--- src/rtl/key_conditioner.sv ---
// key_conditioner: push-button front end for the timer controller.
// Each raw active-low key is synchronized, debounced and turned into a clean
// level plus single-cycle press/release pulses. All outputs are registered.
// Optional feature macro: KEY_COND_REPEAT_EN adds auto-repeat press pulses
// while a key stays held (REPEAT_DELAY to the first, then every REPEAT_PERIOD).
module key_conditioner #(
  parameter int NUM_KEYS        = 3,
  parameter int DEBOUNCE_CYCLES = 1000000,
  parameter int REPEAT_DELAY    = 25000000,
  parameter int REPEAT_PERIOD   = 5000000
) (
  input  logic                clk,
  input  logic                reset,
  input  logic [NUM_KEYS-1:0] key_n,
  output logic [NUM_KEYS-1:0] pressed,
  output logic [NUM_KEYS-1:0] press_pulse,
  output logic [NUM_KEYS-1:0] release_pulse
);

  localparam int DB_W = $clog2(DEBOUNCE_CYCLES);
  localparam logic [DB_W-1:0] DB_LAST = DB_W'(DEBOUNCE_CYCLES - 1);

  // Reject configurations the counters cannot represent.
  if (DEBOUNCE_CYCLES < 2 || REPEAT_DELAY < 1 || REPEAT_PERIOD < 1) begin : g_param_check
    $error("key_conditioner: DEBOUNCE_CYCLES must be >= 2, REPEAT_* must be >= 1");
  end

  for (genvar k = 0; k < NUM_KEYS; k++) begin : g_key
    logic            r_sync1;
    logic            r_sync2;
    logic            r_stable;
    logic [DB_W-1:0] r_db_cnt;
    logic            r_pressed;
    logic            r_press_pulse;
    logic            r_release_pulse;
    logic            w_repeat_fire;

    // Two-flop synchronizer on the inverted (active-high) raw key level.
    always_ff @(posedge clk) begin
      if (reset) begin
        r_sync1 <= 1'b0;
        r_sync2 <= 1'b0;
      end else begin
        // NOTE: non-blocking assignments make r_sync2 take the old r_sync1,
        // giving two real flops; blocking here would collapse the chain.
        r_sync1 <= ~key_n[k];
        r_sync2 <= r_sync1;
      end
    end

    // Debounce: accept the synchronized level only after it has differed
    // from the accepted level for DEBOUNCE_CYCLES consecutive cycles.
    always_ff @(posedge clk) begin
      if (reset) begin
        r_db_cnt <= '0;
        r_stable <= 1'b0;
      end else if (r_sync2 == r_stable) begin
        r_db_cnt <= '0;
      end else if (r_db_cnt == DB_LAST) begin
        r_stable <= r_sync2;
        r_db_cnt <= '0;
      end else begin
        r_db_cnt <= r_db_cnt + 1'b1;
      end
    end

`ifdef KEY_COND_REPEAT_EN
    localparam int REP_MAX = (REPEAT_DELAY > REPEAT_PERIOD) ? REPEAT_DELAY : REPEAT_PERIOD;
    localparam int REP_W   = (REP_MAX > 1) ? $clog2(REP_MAX) : 1;
    localparam logic [REP_W-1:0] REP_DELAY_LAST  = REP_W'(REPEAT_DELAY - 1);
    localparam logic [REP_W-1:0] REP_PERIOD_LAST = REP_W'(REPEAT_PERIOD - 1);

    logic [REP_W-1:0] r_rep_cnt;
    logic             r_rep_first;
    logic             w_rep_active;
    logic [REP_W-1:0] w_rep_last;

    // Repeat only while the key is held and not already falling, so no
    // repeat pulse can coincide with or follow the release.
    assign w_rep_active  = r_pressed & r_stable;
    assign w_rep_last    = r_rep_first ? REP_DELAY_LAST : REP_PERIOD_LAST;
    assign w_repeat_fire = w_rep_active && (r_rep_cnt == w_rep_last);

    // Repeat timer: long first interval after the initial press, then the
    // shorter period; idle and cleared whenever the key is not held.
    always_ff @(posedge clk) begin
      if (reset || !w_rep_active) begin
        r_rep_cnt   <= '0;
        r_rep_first <= 1'b1;
      end else if (w_repeat_fire) begin
        r_rep_cnt   <= '0;
        r_rep_first <= 1'b0;
      end else begin
        r_rep_cnt <= r_rep_cnt + 1'b1;
      end
    end
`else
    assign w_repeat_fire = 1'b0;
`endif

    // Output stage: registered level and edge pulses of the accepted level.
    always_ff @(posedge clk) begin
      if (reset) begin
        r_pressed       <= 1'b0;
        r_press_pulse   <= 1'b0;
        r_release_pulse <= 1'b0;
      end else begin
        r_pressed       <= r_stable;
        r_press_pulse   <= (r_stable & ~r_pressed) | w_repeat_fire;
        r_release_pulse <= ~r_stable & r_pressed;
      end
    end

    assign pressed[k]       = r_pressed;
    assign press_pulse[k]   = r_press_pulse;
    assign release_pulse[k] = r_release_pulse;
  end

endmodule

--- config.mk ---
export PLATFORM = sky130hd
export DESIGN_NAME = key_conditioner
export DESIGN_NICKNAME = d
export VERILOG_FILES = /design/src/rtl/key_conditioner.sv
export SDC_FILE = /design/constraint.sdc
export NUM_CORES = 1
export LEC_CHECK = 0
export ABC_CLOCK_PERIOD_IN_PS = 2600
export BUFFER_PORTS_ARGS = -buffer_cell sky130_fd_sc_hd__buf_4
export CAP_MARGIN = 20
export CORE_MARGIN = 8
export CORE_UTILIZATION = 36
export CTS_BUF_LIST = sky130_fd_sc_hd__clkbuf_4 sky130_fd_sc_hd__clkbuf_8 sky130_fd_sc_hd__clkbuf_16
export CTS_CLUSTER_DIAMETER = 80
export DETAILED_ROUTE_END_ITERATION = 10
export PLACE_DENSITY = 0.55
export SYNTH_ARGS = -nofsm -noshare
export SYNTH_HDL_FRONTEND = slang
export SYNTH_SLANG_ARGS = --single-unit
export TNS_END_PERCENT = 10
--- constraint.sdc ---
create_clock -name clk -period 2.6 [get_ports clk]
set_input_delay 0.26 -clock clk [delete_from_list [all_inputs] [get_ports clk]]
set_output_delay 0.26 -clock clk [all_outputs]
set_load 0.05 [all_outputs]
==> flow_summary.yaml, run 1 <==
final_layout:
  finalInstanceArea_um2: 3680
  diodes: 0
  drive_above_1_share: 0.0909
  syn_to_final_growth_pct: 11.3
  nets: 388
routing:
  ant_nets: 0
  viasPerCell: 5.04
  drt_iter0_drc: 55
  vias: 2500
  dr_wl_met2_um: 2630
  met1Wirelength_um: 3020
  drtPass1Iterations: 4
  wl_met3_um: 184
  drc_errors: 0
  drt-wirelength-per-cell_um: 12.0
  top_layer_used: "met4"
  wl_um: 5930
timing:
  final_hold_viol_count: 0
  worstMarginPinSlew_ps: 502
  maxSlewViolCount: 0
  setup_tns_ps: 0
  setup_viol: 0
  rsz0062_at_grt: "no"
  timing.final.crit_share: 0.826
  fmax_mhz: 465
  slew_headroom: 0.663
  fin_skew_ps: 10.4
  period_needed_ps: 2150
synthesis:
  ys_types: 35
  synth-seq-cells: 78
  synth_top_area_cell: "dfxtp_1"
  synth-warning-count: 0
  syn_area_um2: 3310
  synth_edf_count: 0
  syn_area_per_cell_um2: 8.92
  synthFlopType: "dfxtp_1"
  synthCells: 371
  synth.top_cells.by_area: "dfxtp_1, xnor2_1, nor2_1, xor2_1, nand3_1"
  yosysTopAreaCellShare: 0.472
  synthesis.nets: 379
  yosysSeqAreaShare: 0.472
  synthArstFlopShare: 0
pwr:
  power.density_nw_per_um2: 613
  pwr-share-clk: 0.456
  internal-power_uw: 1780
  p_sw_frac: 0.210
  power_switching_uw: 475
  combPwrFrac: 0.011
  ir_drop_mv: 0.293
  seqPwrFrac: 0.532
  p_leak_uw: 0.00114
worst_hold_path:
  hold_path_depth: 2
  hold_end: "g_key[0].r_sync1$_SDFF_PP0_"
  hp-class: "input pin to flip-flop"
  hp-start: "key_n[0]"
floorplanning:
  die-area_um2: 12500
  rows: 35
  die_h_um: 112
  initial_core_util: 0.365
  fp.coreArea_um2: 9060
  die_w_um: 112
  pin_count: 14
cts:
  clkTransAtPathRegs_ps: 80
  max-clock-path-buffers: 2
  ctsResizeCount: 0
  postCtsSetupBuffers: 0
  clkLatencyLatePin_ps: 350
  cts_tree: "yes"
  cts_root_buf: "clkbuf_8"
  clock_sinks: 78
  numCtsBuffers: 9
  cts_max_level: 3
  hold_buffers: 0
global_route:
  grt_max_degree: 21
  grtUsageTotal: 0.102
  grt_pass1_wl_um: 10600
  grt_pass1_vias: 2356
  antenna_found_initial: 0
  grt-ovfl-total: 0
placed_design:
  dp_hpwl_um: 4080
  place_area_um2: 3450
  io_buffers: 13
  place.gp.congestion: 0.769
critical_path:
  reg2reg_depth: 5
  timing.rr.start: "g_key[2].r_db_cnt[0]$_SDFF_PP0_"
  worstSetupPathType: "flip-flop to flip-flop"
  cp-end-kind: "flip-flop"
  timing.rr.end: "g_key[2].r_db_cnt[18]$_SDFF_PP0_"
  path_max_fanout: 7
  startpoint_type: "flip-flop"
  worstPathRequired_ps: 2870
  crit_arrival_ps: 2420
  rrSetupSlack_ps: 450
run:
  max_cap_violations: 0
status:
  outcome: "complete, no violations"
sequential cells by signal, indices dropped and copies added (netlist names):
name / cells
g_key.r_db_cnt: 60
g_key.r_sync2: 3
g_key.r_sync1: 3
g_key.r_release_pulse: 3
g_key.r_pressed: 3
g_key.r_stable: 3
g_key.r_press_pulse: 3
logic make-up after synthesis:
kind of cell,count (synthesis),synth area share
buffers and inverters,32,0.0507
AND/OR/NAND/NOR,172,0.282
flip-flops,78,0.472
AO/OA/AOI/OAI,49,0.0858
XOR/XNOR,37,0.0979
adder cells (fa/ha/maj),3,0.0113
layout by cell type, fill, tap and decap left out, types with 2 or more instances in the layout:
master     count
and2_1         2
buf_4         16
nor4_1         6
o31ai_1        6
or4_1          9
nand2_1       16
ha_1           3
o21ai_0       16
or3_1         16
nor3_1         6
nand2b_1       3
clkbuf_8      10
nand4b_1       3
nand3_1       23
nor4b_1        4
xor2_1        16
nor3b_1        4
a21oi_1       22
clkinv_4       2
and3_1         5
nand4_1       12
xnor2_1       21
nor2b_1        9
dfxtp_1       78
inv_1         14
and4_1         4
bufinv_16      2
nor2_1        47
per-layer routing:
layer | GRT usage | up-vias
met2 | 0.160 | 20
met3 | 0.0298 | 8
li1 | - | 1311
met4 | 0.0465 | 0
met1 | 0.126 | 1161
met5 | 0 | -
power groups by stage:
stage | registers (uW) | logic (uW) | clock network, uW
3_3_place_gp | 1230 | 26.1 | 0
3_5_place_dp | 1230 | 26.3 | 0
5_1_grt | 1200 | 29.0 | 1130
2_1_floorplan | 1230 | 17.1 | 0
6_report | 1200 | 25.5 | 1030
4_1_cts | 1200 | 26.1 | 1070
through the flow:
stage               hold slack (ps)  utilization  instances  power (uW)  setup WS (ps)
finish                         66.1        0.406        496        2260            452
global route                   43.7        0.406        496        2360            312
CTS                            47.4        0.406        496        2300            454
detailed placement              419        0.381        480        1260            474
global placement                419        0.381        480        1260            533
floorplan                       332            -        371        1250            609
worst max-delay path, cell delays in order, from the launching register on:
cell and delay, ps:
dfxtp_1 400, ha_1 240, nand4_1 130, or4_1 660, or4_1 500, a21oi_1 150
synth_stat cells, types with 3 or more instances:
| cell | number |
|---|---|
| nand3_1 | 23 |
| inv_1 | 14 |
| nor2b_1 | 9 |
| o21ai_0 | 17 |
| xnor2_1 | 21 |
| nand4_1 | 12 |
| or3_1 | 16 |
| xor2_1 | 16 |
| or4_1 | 9 |
| dfxtp_1 | 78 |
| ha_1 | 3 |
| nand4b_1 | 3 |
| nand2b_1 | 3 |
| nor4_1 | 6 |
| nor4b_1 | 4 |
| and3_1 | 5 |
| clkbuf_1 | 5 |
| nor3_1 | 6 |
| o31ai_1 | 6 |
| nor3b_1 | 4 |
| buf_4 | 10 |
| nor2_1 | 47 |
| a21oi_1 | 22 |
| and4_1 | 4 |
| nand2_1 | 16 |
final cells by class:
class | instances | area [um2]
repair buffers | 16 | 120
clock inverters | 6 | 93.8
flip-flops and latches | 78 | 1560
fillers | 918 | 5380
multi-input cells | 261 | 1580
clock buffers | 10 | 138
inverters | 14 | 52.6
well taps | 111 | 139
worst max-delay path by stage:
| stage | to | slack, ps | startpoint | cells past startpoint |
|---|---|---|---|---|
| after floorplan | g_key[2].r_db_cnt[18]$_SDFF_PP0_ | 610 | g_key[2].r_db_cnt[0]$_SDFF_PP0_ | 6 |
| after CTS | g_key[2].r_db_cnt[18]$_SDFF_PP0_ | 450 | g_key[2].r_db_cnt[0]$_SDFF_PP0_ | 5 |
| after global placement | g_key[2].r_db_cnt[18]$_SDFF_PP0_ | 530 | g_key[2].r_db_cnt[0]$_SDFF_PP0_ | 5 |
| final | g_key[2].r_db_cnt[18]$_SDFF_PP0_ | 450 | g_key[2].r_db_cnt[0]$_SDFF_PP0_ | 5 |
| after detailed placement | g_key[2].r_db_cnt[18]$_SDFF_PP0_ | 470 | g_key[2].r_db_cnt[0]$_SDFF_PP0_ | 5 |
| after global routing | g_key[2].r_db_cnt[18]$_SDFF_PP0_ | 310 | g_key[2].r_db_cnt[0]$_SDFF_PP0_ | 5 |
(Power assumes the default switching activity.)
==> run 2: changes to the inputs <==
Settings changed: ABC_CLOCK_PERIOD_IN_PS 2600 to 2080.
Clock period 2.6 ns to 2.08 ns, I/O delays scaled along.
==> flow_summary.yaml, run 2 (synthesis gave the netlist of run 1 again) <==
routing:
  drc_errors: 0
  drt_iter0_drc: 89
  viasPerCell: 5.01
  ant_nets: 0
  drtPass1Iterations: 4
  drt-wirelength-per-cell_um: 12.1
  vias: 2567
  wl_um: 6170
global_route:
  grt_pass1_vias: 2549
  grt_max_degree: 21
  grtUsageTotal: 0.108
  grt_pass1_wl_um: 11300
  antenna_found_initial: 0
  grt-ovfl-total: 0
final_layout:
  fin_cells: 512
  nets: 404
  regArea_um2: 1560
  regMostFlops: "g_key.r_db_cnt"
  final_cell_mix: "dfxtp_1, nor2_1, buf_4"
  diodes: 0
  largest_reg_flops: 60
  finalInstanceArea_um2: 3820
  nFillCells: 900
  drive_above_1_share: 0.127
  multi_input_area_um2: 1580
  syn_to_final_growth_pct: 15.5
  mostFrequentLayoutCell: "dfxtp_1"
pwr:
  combPwrFrac: 0.014
  power_switching_uw: 576
  power.density_nw_per_um2: 737
  pwr-share-clk: 0.453
  internal-power_uw: 2240
  seqPwrFrac: 0.533
  ir_drop_mv: 0.263
  p_sw_frac: 0.204
  p_leak_uw: 0.00122
placed_design:
  dp_hpwl_um: 4370
  post-place-cells: 493
  io_buffers: 13
  place.gp.congestion: 0.764
  place_area_um2: 3560
critical_path:
  critPathSlowestCell: "or4_4"
  rrSetupSlack_ps: 160
  timing.rr.start: "g_key[2].r_db_cnt[1]$_SDFF_PP0_"
  cp-end-kind: "flip-flop"
  crit_arrival_ps: 2190
  startpoint_type: "flip-flop"
  cpPeakStageDelay_ps: 570
  worstSetupPathType: "flip-flop to flip-flop"
  worstPathRequired_ps: 2350
  timing.rr.end: "g_key[2].r_db_cnt[18]$_SDFF_PP0_"
  path_max_fanout: 6
  reg2reg_depth: 5
  worstPathCellList: "ha_1, nand4_1, or4_4, or4_1, a21oi_1"
cts:
  cts_root_buf: "clkbuf_8"
  cts_tree: "yes"
  max-clock-path-buffers: 2
  cts_max_level: 3
  clkTransAtPathRegs_ps: 80
  numCtsBuffers: 9
  clkLatencyLatePin_ps: 350
  clock_sinks: 78
status:
  outcome: "complete, no violations"
timing:
  whs_ps: 30.2
  worstMarginPinSlew_ps: 479
  rsz0062_at_grt: "no"
  period_needed_ps: 1920
  slew_headroom: 0.678
  fin_skew_ps: 9.26
  setup_tns_ps: 0
  maxSlewViolCount: 0
  setup_viol: 0
  timing.final.crit_share: 0.924
  final_hold_viol_count: 0
  fmax_mhz: 521
floorplanning:
  die_w_um: 112
  rows: 35
  die_h_um: 112
  die-area_um2: 12500
  pin_count: 14
  fp.coreArea_um2: 9060
  initial_core_util: 0.365
worst_hold_path:
  hold_path_depth: 2
  hold_end: "g_key[1].r_sync1$_SDFF_PP0_"
  hp-start: "key_n[1]"
  hp-class: "input pin to flip-flop"
run:
  max_cap_violations: 0
==> run 2: cell types whose count changed in the layout (fill, tap and decap cells not counted), sizes merged <==
cell         delta
buf            +14
dlygate4sd3     +2
clkbuf          +1
clkinv          -1
==> run 2: how the worst max path moves through the flow <==
stage / cells past startpoint / startpoint / to
after floorplan: 6 / g_key[2].r_db_cnt[0]$_SDFF_PP0_ / g_key[2].r_db_cnt[18]$_SDFF_PP0_
after global placement: 5 / g_key[2].r_db_cnt[1]$_SDFF_PP0_ / g_key[2].r_db_cnt[18]$_SDFF_PP0_
after detailed placement: 5 / g_key[2].r_db_cnt[1]$_SDFF_PP0_ / g_key[2].r_db_cnt[18]$_SDFF_PP0_
after CTS: 5 / g_key[2].r_db_cnt[1]$_SDFF_PP0_ / g_key[2].r_db_cnt[18]$_SDFF_PP0_
after global routing: 5 / g_key[2].r_db_cnt[1]$_SDFF_PP0_ / g_key[2].r_db_cnt[18]$_SDFF_PP0_
final: 5 / g_key[2].r_db_cnt[1]$_SDFF_PP0_ / g_key[2].r_db_cnt[18]$_SDFF_PP0_
==> run 2: stage by stage <==
| step | setup WS, ps | util | total power (uW) |
|---|---|---|---|
| floorplan | 88.6 | - | 1560 |
| global placement | 108 | 0.393 | 1570 |
| detailed placement | 32.4 | 0.393 | 1580 |
| CTS | 16.1 | 0.420 | 2870 |
| global route | 6.77 | 0.422 | 2940 |
| finish | 159 | 0.422 | 2820 |
==> run 2: critical path: cells and delay by family (launching register included) <==
kind	cells	cell delay, ps
adders and majority gates	1	170
AOI/OAI and AO/OA	1	160
DFF	1	350
and+or+nand+nor	3	1170
==> run 2: what timing repair did <==
action,in CTS,in global routing
endpoints found under the hold margin,2,0
setup endpoints to repair,0,1
setup buffers,0,1
gates resized for setup,0,2
hold buffers,2,0
==> run 2: power by group through the flow <==
stage               clock network, uW  registers (uW)  logic (uW)
floorplan                           0            1540        21.4
global placement                    0            1540        37.0
detailed placement                  0            1540        37.6
CTS                              1330            1500        40.5
global route                     1390            1500        44.6
finish                           1280            1500        39.5
==> run 2: layer usage <==
layer  up-vias  track usage  wire, um
li1       1340            -         -
met1      1195        0.125      2950
met2        23        0.179      2930
met3         9       0.0303       178
met4         0       0.0492       116
met5         -            0         0
==> run 2: layout make-up <==
type,count,area share
inverters,14,0.0137
multi-input cells,261,0.414
clock buffers,11,0.0380
repair buffers,32,0.0674
well taps,111,0.0363
clock inverters,5,0.0213
flip-flops and latches,78,0.409
